===== src/rtl/jbr_unit_pkg.sv =====
// Shared widths, opcodes and FSM encodings for the EX-stage jump/branch unit.
// Optional feature macro: JBR_ALIGN_CHECK_EN (misaligned-target exception).
package jbr_unit_pkg;

  localparam int unsigned REG_W     = 32;
  localparam int unsigned JBR_BUS_W = REG_W + 1;
  localparam int unsigned BR_OP_W   = 4;

  typedef enum logic [BR_OP_W-1:0] {
    BR_OP_NONE = 4'd0,
    BR_OP_BEQ  = 4'd1,
    BR_OP_BNE  = 4'd2,
    BR_OP_BLT  = 4'd3,
    BR_OP_BGE  = 4'd4,
    BR_OP_BLTU = 4'd5,
    BR_OP_BGEU = 4'd6,
    BR_OP_B    = 4'd7,
    BR_OP_BL   = 4'd8,
    BR_OP_JIRL = 4'd9
  } br_op_e;

  typedef enum logic [1:0] {
    JBR_ST_IDLE     = 2'd0,
    JBR_ST_REDIRECT = 2'd1,
    JBR_ST_DONE     = 2'd2
  } jbr_state_e;

  // BL and JIRL write pc+4 to the link register.
  function automatic logic is_link_op(input logic [BR_OP_W-1:0] op);
    return (op == BR_OP_BL) || (op == BR_OP_JIRL);
  endfunction

endpackage


===== src/rtl/jbr_cond.sv =====
// Combinational branch condition, target and link evaluation.
// No configuration macros; alignment checking lives in jbr_unit (JBR_ALIGN_CHECK_EN).
module jbr_cond
  import jbr_unit_pkg::*;
#(
  parameter int unsigned RegW = REG_W
) (
  input  logic [BR_OP_W-1:0] op,
  input  logic [RegW-1:0]    pc,
  input  logic [RegW-1:0]    src1,
  input  logic [RegW-1:0]    src2,
  input  logic [RegW-1:0]    offs,
  output logic               cond,
  output logic [RegW-1:0]    target,
  output logic [RegW-1:0]    link
);

  always_comb begin
    cond = 1'b0;
    case (op)
      BR_OP_BEQ:  cond = (src1 == src2);
      BR_OP_BNE:  cond = (src1 != src2);
      BR_OP_BLT:  cond = ($signed(src1) <  $signed(src2));
      BR_OP_BGE:  cond = ($signed(src1) >= $signed(src2));
      BR_OP_BLTU: cond = (src1 <  src2);
      BR_OP_BGEU: cond = (src1 >= src2);
      BR_OP_B,
      BR_OP_BL,
      BR_OP_JIRL: cond = 1'b1;
      default:    cond = 1'b0;
    endcase
  end

  // JIRL is register-relative; every other branch is PC-relative.
  assign target = ((op == BR_OP_JIRL) ? src1 : pc) + offs;
  assign link   = is_link_op(op) ? (pc + RegW'(4)) : '0;

endmodule


===== src/rtl/jbr_unit.sv =====
// EX-stage branch resolution: holds a redirect on the jump/branch bus until fetch accepts it.
// Define JBR_ALIGN_CHECK_EN to suppress misaligned redirects and raise ex_adef_o instead.
module jbr_unit
  import jbr_unit_pkg::*;
#(
  parameter int unsigned RegW = REG_W
) (
  input  logic            clk_i,
  input  logic            rst_n_i,
  input  logic            id_to_ex_valid_i,
  output logic            ex_allow_in_o,
  input  logic [3:0]      id_br_op_i,
  input  logic [RegW-1:0] id_pc_i,
  input  logic [RegW-1:0] id_src1_i,
  input  logic [RegW-1:0] id_src2_i,
  input  logic [RegW-1:0] id_offs_i,
  input  logic            if_allow_nxt_pc_i,
  output logic [RegW:0]   jbr_bus_o,
  output logic            ex_cancel_o,
  output logic            ex_to_mem_valid_o,
  input  logic            mem_allow_in_i,
  output logic [RegW-1:0] ex_pc_o,
  output logic [RegW-1:0] ex_link_o,
  output logic            ex_adef_o
);

  logic               ex_valid_q;
  logic [BR_OP_W-1:0] op_q;
  logic [RegW-1:0]    pc_q, src1_q, src2_q, offs_q;
  logic [RegW-1:0]    target_q, target_d;
  jbr_state_e         state_q, state_d;

  logic            cond, misalign, taken_raw, bus_taken;
  logic            accept, ready_go, leave, load;
  logic [RegW-1:0] target, link, bus_target;

  jbr_cond #(.RegW(RegW)) u_cond (
    .op     (op_q),
    .pc     (pc_q),
    .src1   (src1_q),
    .src2   (src2_q),
    .offs   (offs_q),
    .cond   (cond),
    .target (target),
    .link   (link)
  );

`ifdef JBR_ALIGN_CHECK_EN
  assign misalign  = cond & (target[1:0] != 2'b00);
  assign ex_adef_o = ex_valid_q & misalign;
`else
  assign misalign  = 1'b0;
  assign ex_adef_o = 1'b0;
`endif

  // Handshake: a pending redirect blocks the instruction from leaving EX.
  assign taken_raw   = ex_valid_q & cond & ~misalign & (state_q == JBR_ST_IDLE);
  assign bus_taken   = taken_raw | (state_q == JBR_ST_REDIRECT);
  assign accept      = bus_taken & if_allow_nxt_pc_i;
  assign ready_go    = ~(bus_taken & ~if_allow_nxt_pc_i);
  assign leave       = ex_to_mem_valid_o & mem_allow_in_i;
  assign load        = ex_allow_in_o & id_to_ex_valid_i & ~accept;

  assign ex_to_mem_valid_o = ex_valid_q & ready_go;
  assign ex_allow_in_o     = ~ex_valid_q | (ready_go & mem_allow_in_i);
  assign ex_cancel_o       = accept;

  assign bus_target = (state_q == JBR_ST_REDIRECT) ? target_q :
                      taken_raw                    ? target   : '0;
  assign jbr_bus_o  = {bus_taken, bus_target};

  assign ex_pc_o   = pc_q;
  assign ex_link_o = ex_valid_q ? link : '0;

  // Stage register; the wrong-path instruction offered during a cancel is dropped.
  always_ff @(posedge clk_i or negedge rst_n_i) begin
    if (!rst_n_i) begin
      ex_valid_q <= 1'b0;
      op_q       <= '0;
      pc_q       <= '0;
      src1_q     <= '0;
      src2_q     <= '0;
      offs_q     <= '0;
    end else begin
      if (ex_allow_in_o) ex_valid_q <= load;
      if (load) begin
        op_q   <= id_br_op_i;
        pc_q   <= id_pc_i;
        src1_q <= id_src1_i;
        src2_q <= id_src2_i;
        offs_q <= id_offs_i;
      end
    end
  end

  always_ff @(posedge clk_i or negedge rst_n_i) begin
    if (!rst_n_i) begin
      state_q  <= JBR_ST_IDLE;
      target_q <= '0;
    end else begin
      state_q  <= state_d;
      target_q <= target_d;
    end
  end

  // Redirect FSM: one bus run and one cancel per taken branch.
  always_comb begin
    state_d  = state_q;
    target_d = target_q;
    case (state_q)
      JBR_ST_IDLE: begin
        if (taken_raw & ~accept) begin
          state_d  = JBR_ST_REDIRECT;
          target_d = target;
        end else if (accept & ~leave) begin
          state_d = JBR_ST_DONE;
        end
      end
      JBR_ST_REDIRECT: begin
        if (accept) state_d = leave ? JBR_ST_IDLE : JBR_ST_DONE;
      end
      JBR_ST_DONE: begin
        if (leave) state_d = JBR_ST_IDLE;
      end
      default: state_d = JBR_ST_IDLE;
    endcase
  end

endmodule


===== config.mk =====
export PLATFORM = sky130hd
export DESIGN_NAME = jbr_unit
export DESIGN_NICKNAME = d
export VERILOG_FILES = /design/src/rtl/jbr_unit_pkg.sv /design/src/rtl/jbr_cond.sv /design/src/rtl/jbr_unit.sv
export SDC_FILE = /design/constraint.sdc
export NUM_CORES = 1
export LEC_CHECK = 0
export CAP_MARGIN = 25
export CORE_AREA = 3 3 148 150
export DETAILED_ROUTE_END_ITERATION = 10
export DIE_AREA = 0 0 151 153
export DONT_BUFFER_PORTS = 1
export GPL_TIMING_DRIVEN = 0
export SYNTH_ARGS = -nofsm -noshare
export SYNTH_HDL_FRONTEND = slang
export SYNTH_SLANG_ARGS = --single-unit
export TNS_END_PERCENT = 10

===== constraint.sdc =====
create_clock -name clk_i -period 8 [get_ports clk_i]
set_clock_uncertainty 0.2 [all_clocks]
set_input_delay 1.6 -clock clk_i [delete_from_list [all_inputs] [get_ports clk_i]]
set_output_delay 1.6 -clock clk_i [all_outputs]
set_load 0.02 [all_outputs]

; Yosys cells after proc, flatten, opt, wreduce, memory -nomap -nowiden
; Index checks and enable logic that the tools add are counted.
[word_totals]
in_bits = 137
word_cells = 65
regBits = 167
[op_classes]
mux = 12
bitwise = 18
magnitude_cmp = 4
addsub = 2
eq_ne = 16
n_reduce_logical = 5
[ops]
columns = operator, n
row1 = two-way mux 32 bit, 5
row2 = >= comparator 32 bit, 2
row3 = < comparator 32 bit, 2
row4 = adder 32 x 3 -> 32 bit (second input constant), 1
row5 = adder 32 bit, 1
row6 = == test 32 bit, 1
row7 = inequality test 32 bit, 1
row8 = == test 4 x 3 -> 1 bit (second input constant), 4
row9 = bitwise AND 1 bit, 11
row10 = two-way mux 2 bit, 5
row11 = == test 4 x 2 -> 1 bit (second input constant), 2
row12 = == test 4 bit (second input constant), 2
row13 = case mux 1 bit (7 select lines), 1
row14 = case mux 2 bit (3 select lines), 1
row15 = NOT 1 bit, 5
row16 = == test 4 x 1 -> 1 bit (second input constant), 1
row17 = inequality test 2 bit (second input constant), 2
row18 = inequality test 3 x 1 -> 1 bit (second input constant), 1
row19 = AND reduction 3 bit, 1
row20 = OR reduction 3 bit, 1
row21 = == test 2 x 1 -> 1 bit (second input constant), 1
row22 = == test 2 bit (second input constant), 1
row23 = logical NOT 2 bit, 1
row24 = bitwise OR 1 bit, 2
row25 = other kinds (2), 2

; Longest topological paths before layout
[depth]
word_depth = 15
ltp_mapped = 17

; Cells and area by module
; From an unflattened synthesis, not the netlist that was laid out.
[hier_totals]
hier_cells = 957
area_unflattened_um2 = 10341.2
[modules_own_cells]
columns = module, instances, area_per_inst_um2, cells_each, seq_area_each_um2
row1 = jbr_unit, 1, 6789.0, 445, 4179.0
row2 = jbr_cond, 1, 3552.2, 512, 0.0

; Least setup slack after synthesis
; Ideal clock, no wire load.
[synth_timing]
path_kind = register to output
from = register op_q[2]
to = output jbr_bus_o[20]
stages_incl_launch_ff = 18
t_arrival_ps = 4502
t_required_ps = 6200
setup_slack_ps = 1698
path_cell_list = dfrtp_1 -> clkbuf_1 -> nor3b_1 -> and2_1 -> clkbuf_1 -> clkbuf_1 -> mux2_2 -> ha_1 -> fa_1 -> a211oi_1 -> o21ai_0 -> a31o_2 -> a21oi_1 -> o21ai_0 -> a21o_1 -> a21oi_1 -> xnor2_1 -> a22o_1
[synth_via]
elab_chain_len = 7
elab_cells_between_ends = 17
classes_between = add/sub (1) / eq/ne (9) / mux (4) / bitwise (2) / reduce/logical (1)
[synth_rtl]
columns = element, line_no
row1 = from (decl), jbr_unit.sv:28  ; logic [BR_OP_W-1:0] op_q;
row2 = from (signal assigned), jbr_unit.sv:87  ; op_q <= id_br_op_i;
row3 = branches (longest 5 deep; another with adder 32 bit), -
row4 = two-way mux 32 bit (*), jbr_unit.sv:69  ; taken_raw ? target : '0;
row5 = two-way mux 32 bit (*), jbr_unit.sv:68  ; assign bus_target = (state_q == JBR_ST_REDIRECT) ? target_q :
row6 = to (decl), jbr_unit.sv:18  ; output logic [RegW:0] jbr_bus_o,
; Every way passes the cells marked *.

; Worst setup path in the final report
[layout_timing]
from = register op_q[2]
to = output jbr_bus_o[27]
; Same word-level chain as after synthesis.

==> results_dict.tcl <==
set metrics [dict create \
    status "finished, final reports clean" \
    core_area_um2 20800 \
    drv_slew 0 \
    synth_cells 908 \
    required_ns 6.20 \
    first_iter_violations 310 \
    synth_edf_count 0 \
    grt_max_degree 168 \
    synth.top_cell.area_share 0.414 \
    min_period_over_period 0.950 \
    grt_use_total 0.235 \
    ys_top_cells_by_area "dfrtp_1 41%, mux2_2 13%, mux2_1 8.9%, ha_1 7.9%, a22o_1 2.8%" \
    die_area_um2 23100 \
    grt.overflow.total 0 \
    portBuffers 0 \
    drt-vias-per-instance 5.77 \
    cts.reportedPaths.clkPinSlew_ns 0.07 \
    cts_root_buffer "clkbuf_16" \
    nets 1129 \
    die_y_um 153 \
    worst_pin_slew_ns 0.998 \
    area_delta_synth_final_pct 9.18 \
    tns_ns 0 \
    post-dp-hpwl_um 20500 \
    hold_viol 0 \
    synth_area_um2 10100 \
    ys_warn_count 0 \
    worstSetupEndpointType "output pin" \
    cts_max_level 4 \
    period_needed_ns 7.60 \
    cts_made_buffers 17 \
    seqCellArea_um2 4180 \
    ys_seq_area_frac 0.414 \
    num_rows 53 \
    cp_max_fo 10 \
    synthDistinctLibCells 57 \
    multi_input_area_um2 5540 \
    nFillCells 1923 \
    vias 7021 \
    critPathKind "flop to output pin" \
    async_flop_share 1.00 \
    ant_nets 0 \
    fin_ws_ns 0.403 \
    die_w_um 151 \
    relSlewSlack 0.317 \
    hold_path_class "flop to flop" \
    antenna_found_initial 9 \
    worstSkewPairLatency_ns 0.43 \
    synthFlopType "dfrtp_1" \
    hold_buffers 0 \
    fmax_mhz 132 \
    drt-total-wl_um 27000 \
    dr.pass1.iters 5 \
    start_util 0.485 \
    pre_cts_ws_ns 0.0674 \
    place.gp.congestion 0.878 \
    synth_fp_nets 1110 \
    routedWlPerCell_um 22.2 \
    cp.arrival_ns 5.80 \
    maxCapViolCount 0 \
    grt_pass1_wl_um 41500 \
    grt_pass1_vias 7222 \
    synth.largest_area_cell "dfrtp_1" \
    drc 0 \
    setup_viol 0 \
    rsz0062_at_grt "no" \
    post-synth-top-count-cell "dfrtp_1" \
    ios 238 \
    ys_ff_latch 167 \
    synthTopCellsByCount "167 x dfrtp_1, 113 x mux2_2, 80 x mux2_1, 64 x ha_1, 49 x a21oi_1" \
    avgSynthCellArea_um2 11.1 \
    layout-drive-gt1-share 0.188 \
    cts_tree "yes" \
    cts_buffer_depth 2 \
    cp-start-kind "flop" \
    clock-sinks 167 \
]
==> worst paths after layout <==
path                       startpoint       endpoint  slack [ns]  cells after the start
max                           op_q[2]  jbr_bus_o[27]        0.40                     15
min                        src2_q[29]     src2_q[29]        0.29                      1
max reg2reg                   op_q[2]   target_q[27]        2.38                     15
min reg2reg                src2_q[29]     src2_q[29]        0.29                      1
max in group asynchronous     rst_n_i     src1_q[18]        6.73                      0
min in group asynchronous     rst_n_i      src2_q[3]        0.67                      0
==> layer usage <==
layer	part of all wire	wire length, µm	track usage	vias up
met5	0.0033	90	0	-
met4	0.0099	267	0.0462	14
met3	0.079	2130	0.0759	30
met2	0.45	12000	0.363	218
met1	0.46	12500	0.326	3415
li1	-	-	-	3344
==> through the flow <==
stage / hold slack (ns) / util / instance area (µm²) / std cells
floorplan: 0.258 / - / 10100 / 908
global placement: 0.273 / 0.502 / 10400 / 1183
detailed placement: 0.276 / 0.502 / 10500 / 1184
CTS: 0.293 / 0.529 / 11000 / 1216
global route: 0.310 / 0.530 / 11000 / 1216
finish: 0.291 / 0.530 / 11000 / 1217
==> area by class of cell <==
type                       instances  area share
clock buffer                      18      0.0389
tap                              275      0.0312
antenna                            2    0.000454
multi-input combinational        658       0.502
clock inverter                    14      0.0124
inverter                          44      0.0150
timing repair buffer               1    0.000454
buffer                            38      0.0209
sequential                       167       0.379
==> kinds of logic after synthesis <==
kind of cell,after synthesis,share of synthesized area
fa+ha+maj,65,0.0812
compound gates,172,0.117
flops,167,0.414
xor+xnor,54,0.0468
other cells,1,0.000371
simple gates,171,0.0850
mux,195,0.217
buf+inv,83,0.0389
==> sequential cells by signal, indices dropped and copies added, names as in the netlist <==
| register | cells |
|---|---|
| state_q | 2 |
| src1_q | 32 |
| src2_q | 32 |
| offs_q | 32 |
| op_q | 4 |
| ex_valid_q | 1 |
| ex_pc_o | 32 |
| target_q | 32 |
==> critical path: stages, from the launching register on <==
cell and delay [ns]:
dfrtp_1 0.36, clkbuf_1 0.22, nor3b_2 0.49, and2_1 0.55, clkbuf_4 0.43, mux2_2 0.41, ha_1 0.29, a211oi_1 0.43
o211ai_1 0.20, a21oi_1 0.34, o211ai_1 0.24, a221oi_1 0.40, o21bai_1 0.20, a21boi_0 0.33, xnor2_1 0.19, a22o_1 0.28
==> placed cells by master (no fill, tap or decap), drive strengths merged, types with 3 or more instances in the layout <==
master    synthesis  layout
mux2            193     193
o21ai            26      26
inv              44      52
a22o             32      32
and2              3       3
ha               64      64
clkbuf           18      35
nand2            38      38
nor3              6       6
xor2             27      27
or3               6       6
nand3            13      13
xnor2            27      27
dfrtp           167     167
clkinvlp          0       3
nor2b             6       6
buf              21      22
a22oi             3       3
a211oi            6       6
and3             11      11
o211ai            6       6
nand4            19      19
o31ai             5       5
o21bai            4       4
a21oi            50      50
or2               4       4
o21a              5       5
nor3b             5       5
a21o             15      15
nand2b           10      10
nor4              5       5
nor2             42      42
==> what timing repair did <==
item	CTS	global route
setup buffers	0	0
resized for setup	2	6
endpoints found under the setup margin	12	5
hold endpoints to repair	0	0
Power is not shown: default switching activity piles up to over one toggle a cycle in this logic, so the estimate is an artifact.
